==> config.mk <==
export PLATFORM = sky130hd
export DESIGN_NAME = rx_ts_loader
export DESIGN_NICKNAME = d
export VERILOG_FILES = /design/src/rtl/rx_ts_loader.sv
export SDC_FILE = /design/constraint.sdc
export NUM_CORES = 1
export LEC_CHECK = 0
export BUFFER_PORTS_ARGS = -buffer_cell sky130_fd_sc_hd__buf_2
export CELL_PAD_IN_SITES_DETAIL_PLACEMENT = 0
export CELL_PAD_IN_SITES_GLOBAL_PLACEMENT = 2
export CORE_UTILIZATION = 36
export DETAILED_ROUTE_END_ITERATION = 8
export HOLD_SLACK_MARGIN = 0.1
export PLACE_DENSITY_LB_ADDON = 0.1
export SETUP_SLACK_MARGIN = 0.15
export SLEW_MARGIN = 20
export SYNTH_ARGS = -nofsm -noshare
export SYNTH_HDL_FRONTEND = slang
export SYNTH_SLANG_ARGS = --single-unit
==> constraint.sdc <==
create_clock -name clk -period 2.3 [get_ports clk]
set_clock_uncertainty 0.15 [all_clocks]
set_input_delay 0.345 -clock clk [delete_from_list [all_inputs] [get_ports clk]]
set_output_delay 0.345 -clock clk [all_outputs]
set_load 0.05 [all_outputs]
==> src/rtl/rx_ts_loader.sv <==
// Receives a four-word "set time" payload, validates it and hands the decoded
// seconds/nanoseconds to the local time counter with a load/ack handshake.
module rx_ts_loader #(
  parameter logic [15:0] MAGIC    = 16'hA55A,
  parameter logic [7:0]  MSG_TYPE = 8'h01,
  parameter int unsigned TIMEOUT  = 1024
) (
  input  logic        clk,
  input  logic        rst_n,
  input  logic        rec_en,
  input  logic [31:0] rec_data,
  input  logic        rec_pkt_done,
  input  logic [15:0] rec_byte_num,
  input  logic        ts_ack,
  output logic        ts_load,
  output logic [47:0] ts_sec,
  output logic [31:0] ts_nsec,
  output logic        busy,
  output logic [15:0] pkt_cnt,
  output logic [7:0]  err_cnt
);

  localparam int unsigned TMO_W     = $clog2(TIMEOUT + 1);
  localparam logic [31:0] NSEC_MAX  = 32'd1_000_000_000;
  localparam logic [15:0] MIN_BYTES = 16'd14;

  typedef enum logic [2:0] {
    S_IDLE, S_W1, S_W2, S_W3, S_WAIT_DONE, S_CHECK, S_LOAD
  } state_e;

  state_e             state_q, state_d;
  logic [31:0]        w0_q, w0_d;
  logic [31:0]        w1_q, w1_d;
  logic [31:0]        w2_q, w2_d;
  logic [15:0]        w3_q, w3_d;
  logic [15:0]        byte_num_q, byte_num_d;
  logic [47:0]        sec_q, sec_d;
  logic [31:0]        nsec_q, nsec_d;
  logic               load_q, load_d;
  logic               busy_q, busy_d;
  logic [15:0]        pkt_cnt_q, pkt_cnt_d;
  logic [7:0]         err_cnt_q, err_cnt_d;
  logic [7:0]         last_seq_q, last_seq_d;
  logic               seq_vld_q, seq_vld_d;
  logic [TMO_W-1:0]   tmo_q, tmo_d;

  logic               err_inc;
  logic               reject;
  logic               tmo_hit;
  logic [31:0]        nsec_rx;

  always_ff @(posedge clk or negedge rst_n) begin
    if (!rst_n) begin
      state_q    <= S_IDLE;
      w0_q       <= '0;
      w1_q       <= '0;
      w2_q       <= '0;
      w3_q       <= '0;
      byte_num_q <= '0;
      sec_q      <= '0;
      nsec_q     <= '0;
      load_q     <= 1'b0;
      busy_q     <= 1'b0;
      pkt_cnt_q  <= '0;
      err_cnt_q  <= '0;
      last_seq_q <= '0;
      seq_vld_q  <= 1'b0;
      tmo_q      <= '0;
    end else begin
      state_q    <= state_d;
      w0_q       <= w0_d;
      w1_q       <= w1_d;
      w2_q       <= w2_d;
      w3_q       <= w3_d;
      byte_num_q <= byte_num_d;
      sec_q      <= sec_d;
      nsec_q     <= nsec_d;
      load_q     <= load_d;
      busy_q     <= busy_d;
      pkt_cnt_q  <= pkt_cnt_d;
      err_cnt_q  <= err_cnt_d;
      last_seq_q <= last_seq_d;
      seq_vld_q  <= seq_vld_d;
      tmo_q      <= tmo_d;
    end
  end

  always_comb begin
    state_d    = state_q;
    w0_d       = w0_q;
    w1_d       = w1_q;
    w2_d       = w2_q;
    w3_d       = w3_q;
    byte_num_d = rec_pkt_done ? rec_byte_num : byte_num_q;
    sec_d      = sec_q;
    nsec_d     = nsec_q;
    pkt_cnt_d  = pkt_cnt_q;
    last_seq_d = last_seq_q;
    seq_vld_d  = seq_vld_q;
    tmo_d      = tmo_q;
    err_inc    = 1'b0;

    nsec_rx = {w2_q[15:0], w3_q};
    reject  = (w0_q[31:16] != MAGIC) || (w0_q[15:8] != MSG_TYPE) ||
              (byte_num_q < MIN_BYTES) || (nsec_rx >= NSEC_MAX) ||
              (seq_vld_q && (w0_q[7:0] == last_seq_q));
    tmo_hit = (tmo_q >= TMO_W'(TIMEOUT - 1));

    if (state_q inside {S_W1, S_W2, S_W3, S_WAIT_DONE}) begin
      tmo_d = tmo_q + TMO_W'(1);
    end

    // End-of-packet wins over timeout, which wins over a new word
    unique case (state_q)
      S_IDLE: begin
        if (rec_en) begin
          w0_d  = rec_data;
          tmo_d = '0;
          if (rec_pkt_done) err_inc = 1'b1;
          else              state_d = S_W1;
        end else if (rec_pkt_done) begin
          err_inc = 1'b1;
        end
      end
      S_W1, S_W2: begin
        if (rec_pkt_done || tmo_hit) begin
          err_inc = 1'b1;
          state_d = S_IDLE;
        end else if (rec_en) begin
          if (state_q == S_W1) begin
            w1_d    = rec_data;
            state_d = S_W2;
          end else begin
            w2_d    = rec_data;
            state_d = S_W3;
          end
        end
      end
      S_W3: begin
        if (rec_en && rec_pkt_done) begin
          w3_d    = rec_data[31:16];
          state_d = S_CHECK;
        end else if (rec_pkt_done || tmo_hit) begin
          err_inc = 1'b1;
          state_d = S_IDLE;
        end else if (rec_en) begin
          w3_d    = rec_data[31:16];
          state_d = S_WAIT_DONE;
        end
      end
      S_WAIT_DONE: begin
        if (rec_pkt_done) begin
          state_d = S_CHECK;
        end else if (tmo_hit) begin
          err_inc = 1'b1;
          state_d = S_IDLE;
        end
      end
      S_CHECK: begin
        if (reject) begin
          err_inc = 1'b1;
          state_d = S_IDLE;
        end else begin
          sec_d      = {w1_q, w2_q[31:16]};
          nsec_d     = nsec_rx;
          last_seq_d = w0_q[7:0];
          seq_vld_d  = 1'b1;
          state_d    = S_LOAD;
        end
      end
      S_LOAD: begin
        if (rec_pkt_done) err_inc = 1'b1;
        if (ts_ack) begin
          pkt_cnt_d = pkt_cnt_q + 16'd1;
          state_d   = S_IDLE;
        end
      end
      default: state_d = S_IDLE;
    endcase

    err_cnt_d = (err_inc && (err_cnt_q != 8'hFF)) ? err_cnt_q + 8'd1 : err_cnt_q;
    load_d    = (state_d == S_LOAD);
    busy_d    = (state_d != S_IDLE);
  end

  assign ts_load = load_q;
  assign ts_sec  = sec_q;
  assign ts_nsec = nsec_q;
  assign busy    = busy_q;
  assign pkt_cnt = pkt_cnt_q;
  assign err_cnt = err_cnt_q;

endmodule

# Yosys cells after proc, flatten, opt, wreduce, memory -nomap -nowiden
# Index checks and enable logic that the tools add are counted.
classes:
  add_sub_neg: 3
  order_cmp: 3
  n_eq_ne: 12
  mux: 26
  bitwise_logic: 3
  n_reduce_logical: 20
ops:
  columns: ["op", "n"]
  rows:
  - ["16-bit 2-to-1 mux", 3]
  - ["11-bit 2-to-1 mux", 3]
  - ["3-bit 2-to-1 mux", 11]
  - ["32-bit by 30-bit >= comparator with 1-bit output, second input constant", 1]
  - ["3-bit one-hot mux with 6 select lines", 1]
  - ["16-bit by 1-bit adder with 16-bit output, second input constant", 1]
  - ["16-bit by 4-bit < comparator with 1-bit output, second input constant", 1]
  - ["16-bit inequality test, second input constant", 1]
  - ["3-bit equality test, second input constant", 4]
  - ["11-bit by 1-bit adder with 11-bit output, second input constant", 1]
  - ["11-bit by 10-bit >= comparator with 1-bit output, second input constant", 1]
  - ["8-bit by 1-bit adder with 8-bit output, second input constant", 1]
  - ["8-bit equality test", 1]
  - ["8-bit by 1-bit inequality test with 1-bit output, second input constant", 1]
  - ["8-bit inequality test, second input constant", 1]
  - ["4-bit AND reduction", 2]
  - ["1-bit 2-to-1 mux", 7]
  - ["3-bit by 2-bit equality test with 1-bit output, second input constant", 2]
  - ["2-bit AND reduction", 3]
  - ["1-bit logical OR", 5]
  - ["1-bit one-hot mux with 5 select lines", 1]
  - ["4-bit nonzero test", 1]
  - ["2-bit OR reduction", 2]
  - ["3-bit by 1-bit equality test with 1-bit output, second input constant", 1]
  - ["other kinds (7)", 11]
totals:
  ff_bits: 257
  in_bits: 53
  wordCells: 82

# Longest topological paths before layout
depth:
  depth_word: 8
  depth_mapped: 9
  mapped_depth_nobuf: 7

# Worst setup path before layout
# Ideal clock, no wire load.
synth_timing:
  path_type: "register to register"
  start: "register tmo_q[0]"
  end: "register w2_q[3]"
  setup_time_ns: 0.128
  t_arrival_ns: 2.106
  t_required_ns: 2.022
  setup_slack_ns: -0.083
  path_stages_with_launch: 8
  path_buffers: 2
  synth_period_minus_slack_ns: 2.383
  cell_sequence: "dfrtp_1 ha_1 a21o_1 a41o_1 or3_1 clkbuf_1 buf_2 mux2_1"
synth_via:
  elab_chain_cells: 4
synth_rtl:
  columns: ["element", "line", "source"]
  rows:
  - ["from (decl)", "45", "logic [TMO_W-1:0] tmo_q, tmo_d;"]
  - ["from (signal assigned)", "84", "tmo_q <= tmo_d;"]
  - ["11-bit by 10-bit >= comparator with 1-bit output", "107", "tmo_hit = (tmo_q >= TMO_W'(TIMEOUT - 1));"]
  - ["1-bit logical OR", "126", "if (rec_pkt_done || tmo_hit) begin"]
  - ["1-bit NOT (no source line)", null, null]
  - ["4-bit AND reduction (no source line)", null, null]
  - ["to (signal assigned)", "73", "w2_q <= w2_d;"]
  - ["to (decl)", "34", "logic [31:0] w2_q, w2_d;"]
# Every way passes these cells.
# A chain may end at the register's enable or synchronous reset.

# Worst setup path in the final report
layout_timing:
  start: "register w0_q[23]"
  end: "register sec_q[21], in the netlist ts_sec[21]"
layout_via:
  elab_chain_cells: 7
layout_rtl:
  columns: ["element", "line", "source"]
  rows:
  - ["from (decl)", "32", "logic [31:0] w0_q, w0_d;"]
  - ["from (signal assigned)", "71", "w0_q <= w0_d;"]
  - ["16-bit inequality test", "104", "reject = (w0_q[31:16] != MAGIC) || (w0_q[15:8] != MSG_TYPE) ||"]
  - ["1-bit logical OR (2 in a row)", "104", null]
  - ["1-bit logical OR (2 in a row)", "105", "(byte_num_q < MIN_BYTES) || (nsec_rx >= NSEC_MAX) ||"]
  - ["1-bit NOT (no source line)", null, null]
  - ["2-bit AND reduction (no source line)", null, null]
  - ["to (signal assigned)", "60", "sec_q <= '0;"]
  - ["to (signal assigned)", "76", "sec_q <= sec_d;"]
  - ["to (decl)", "37", "logic [47:0] sec_q, sec_d;"]
# Every way passes these cells.

==> flow_summary.toml <==
[critical_path]
arrival_ps = 2740
worstSetupPathType = "register to register"
critical_path.startpoint_type = "register"
cp_max_fo = 19
critPathCaptureType = "register"
timing.critical_path.required_ps = 2560

[logic_synthesis]
synth_cell_type_count = 53
syn-instance-count = 714
sequential_fraction_of_the_synthesis_area_pct = 61.8
ys_warn_count = 0
ys.flop_type = "sky130_fd_sc_hd__dfrtp_1"
postSynthRegisterBits = 256
synth_area_per_cell_um2 = 14.5
synth_enable_flop_cells = 0
syn_area_um2 = 10400
synth_fp_nets = 770
share_of_flip_flops_with_an_asynchronous_set_or_reset_after_synthesis_pct = 100

[min_path]
hold_class = "input pin to register"

[timing]
setup_ws_ps = -178
setup_viol_count_final = 92
achievable-frequency_mhz = 404
grt_setup_unrepaired = "yes"
worst_hold_slack_ps = 177
period_share_pct = 108
hold_violations = 0
post-route-min-period_ps = 2480
finalMaxSlewViolations = 0
actual_slew_at_the_worst_max_slew_pin_ps = 747
timing.max_slew.rel_slack_pct = 50.0

[placement]
pre_cts_slack_ps = -312
post-place-cells = 1260
dpl_cell_area_um2 = 12000
gp_congestion = 0.765
port_buf_inserts = 157
dpl.hpwl_um = 16300

[cts]
clock_latency_late_sink_ps = 540
clk_pin_slew_ps = 60
tritoncts = "built"
clock_tree.htree_level_count = 1
cts_num_sinks = 256
max-clock-path-buffers = 3
numCtsBuffers = 29
root_buffer = "sky130_fd_sc_hd__clkbuf_16"

[global_route]
grt_use_total_pct = 16.8
grt_antenna_before_repair = 0
grt_start_max_net_pins = 72
grt_overflow = 0
vias_in_the_first_global_route = 7087
wire_length_of_the_first_global_routing_pass_um = 38600

[power_and_ir_drop]
leakage_power_of_the_design_nw = 7.07
power_frac_comb_pct = 25.2
power.ir.vdd_worst_mv = 0.520
intPower_w = 0.0105
power.switching_w = 0.00406
switching_part_of_the_total_power_pct = 27.8
total_power_divided_by_cell_area_nw_per_um2 = 1040
power.share.clock_pct = 30.8
seq_power_share_pct = 44.0

[routing]
drt-total-wl_um = 25800
drtAntennaViolNets = 0
detail_route.first_pass.iterations = 5
routed_wire_length_per_instance_um = 18.7
dr.first_iter.drc_count = 260
vias = 6735
via_per_inst = 4.89
drc_violations_left = 0

[cells_and_area]
final_nets = 1036
area_growth_syn_to_layout_pct = 35.5
post_route_cells_drive_above_1_share_pct = 50.2
layout.cells.non_filler = 1377
final_instance_area_um2 = 14100
antenna_cells_inserted = 0
post-route-util_pct = 50.0

[outcome]
violations = "setup timing"
status = "complete, but fails checks"

[floorplan]
rows = 61
fp.dieH_um = 172
core_area_um2 = 28100
pin_count = 159
die_w_um = 172
dieArea_um2 = 29500
initial_core_util_pct = 36.9

[flow_run]
max_cap_viol_count = 0
## power groups by stage
stage / Sequential [W] / Clock, W / Combinational (W)
2_1_floorplan: 0.00641 / 0 / 0.00192
3_3_place_gp: 0.00636 / 0 / 0.00288
3_5_place_dp: 0.00644 / 0 / 0.00299
4_1_cts: 0.00637 / 0.00465 / 0.00328
5_1_grt: 0.00656 / 0.00482 / 0.00394
6_report: 0.00641 / 0.00449 / 0.00367
## flip-flops by register name, summed over array words and instances, names as in the netlist
signal,cells
ts_sec,48
ts_nsec,32
w0_q,32
w1_q,32
w2_q,32
pkt_cnt,16
w3_q,16
byte_num_q,15
tmo_q,11
err_cnt,8
last_seq_q,8
state_q,3
busy,1
seq_vld_q,1
ts_load,1
## cell type report
cell class              instances  area [um2]
clock inverters                 8         121
multi-input cells             426        4230
fillers                      2474       14000
inverters                       1        3.75
flip-flops and latches        256        6410
well taps                     378         473
clock buffers                  42         805
repair buffers                266        2010
## stage by stage
stage	power (W)	setup TNS (ps)
CTS	0.0143	-12030
detailed placement	0.00943	-23570
global placement	0.00925	-32910
finish	0.0146	-12070
floorplan	0.00832	0
global route	0.0153	-24880
## synth_stat cells, types with 4 or more instances
library cell	n	area (um2)
sky130_fd_sc_hd__a21o_1	4	30.0
sky130_fd_sc_hd__a21oi_1	8	40.0
sky130_fd_sc_hd__a31oi_1	5	31.3
sky130_fd_sc_hd__and3_1	5	31.3
sky130_fd_sc_hd__buf_2	17	85.1
sky130_fd_sc_hd__clkbuf_1	10	37.5
sky130_fd_sc_hd__dfrtp_1	256	6410
sky130_fd_sc_hd__mux2_2	206	2320
sky130_fd_sc_hd__mux2_4	7	105
sky130_fd_sc_hd__nand2_1	25	93.8
sky130_fd_sc_hd__nand2b_1	5	31.3
sky130_fd_sc_hd__nand3_1	16	80.1
sky130_fd_sc_hd__nand4_1	14	87.6
sky130_fd_sc_hd__nor2_1	25	93.8
sky130_fd_sc_hd__nor3_1	5	25.0
sky130_fd_sc_hd__nor4_1	4	25.0
sky130_fd_sc_hd__nor4bb_1	4	40.0
sky130_fd_sc_hd__o21ai_0	9	45.0
sky130_fd_sc_hd__or3_1	7	43.8
sky130_fd_sc_hd__xnor2_1	29	254
sky130_fd_sc_hd__xor2_1	7	61.3
## layout by cell type (no fill, tap or decap), drive strengths merged, types with 2 or more instances in the layout
master       netlist  layout
a21oi              8       8
clkbuf            10      46
bufinv             0       3
nor4bb             4       4
nand4             15      15
nor3               5       5
a21o               4       4
o31a               2       2
dfrtp            256     256
or2                2       2
nand4b             2       2
xor2               7       7
nor4               4       4
nand2             25      25
and2               3       3
nand3             16      16
or3                7       7
a2111oi            2       2
inv                1       2
a211oi             2       2
o21ai              9       9
dlygate4sd3        0      50
a31oi              5       5
nor2b              3       3
mux2             215     215
and3               5       5
clkinv             0       3
ha                 3       3
nor2              25      25
and4               3       3
xnor2             29      29
nand2b             5       5
a41oi              2       2
buf               21     212
## cell families after synthesis
| family | share of synthesized area [%] |
|---|---|
| flops | 61.8 |
| mux | 23.7 |
| simple gates | 6.74 |
| compound gates | 2.94 |
| xor+xnor | 3.04 |
| buf+inv | 1.47 |
| fa+ha+maj | 0.362 |
## worst max-delay path: stages, from the launching register on
cell	delay, ps
sky130_fd_sc_hd__dfrtp_1	390
sky130_fd_sc_hd__nor4bb_2	310
sky130_fd_sc_hd__buf_4	160
sky130_fd_sc_hd__nand4_1	180
sky130_fd_sc_hd__a2111oi_4	230
sky130_fd_sc_hd__buf_4	190
sky130_fd_sc_hd__nand4_4	80
sky130_fd_sc_hd__buf_12	170
sky130_fd_sc_hd__buf_12	160
sky130_fd_sc_hd__mux2_4	310
## routing by layer
layer / track usage (%) / share of wire [%] / up-vias
li1: - / - / 3095
met1: 22.3 / 45 / 3475
met2: 28.4 / 49 / 130
met3: 3.15 / 4.2 / 35
met4: 3.73 / 1.7 / 0
met5: 0 / 0 / -
## final timing paths
kind                                    startpoint                 endpoint  slack [ps]  depth (start not counted)
min in group asynchronous                    rst_n      tmo_q[10]$_DFF_PN0_         290                          3
hold reg to reg            pkt_cnt[15]$_DFFE_PN0P_  pkt_cnt[15]$_DFFE_PN0P_         320                          1
setup / recovery              w0_q[23]$_DFFE_PN0P_   ts_sec[21]$_DFFE_PN0P_        -180                          9
max in group asynchronous                    rst_n     w1_q[28]$_DFFE_PN0P_         610                          3
setup reg to reg              w0_q[23]$_DFFE_PN0P_   ts_sec[21]$_DFFE_PN0P_        -180                          9
hold / removal                              rec_en       tmo_q[0]$_DFF_PN0_         180                          4
## repair_timing
item | CTS | global route
gates resized for setup | 41 | 66
pin swaps | 15 | 6
setup buffers | 5 | 5
endpoints found under the setup margin | 182 | 171
hold buffers | 50 | 0
gates cloned | 1 | 6
hold endpoints to repair | 388 | 0
Power figures use the tool's default switching activity.
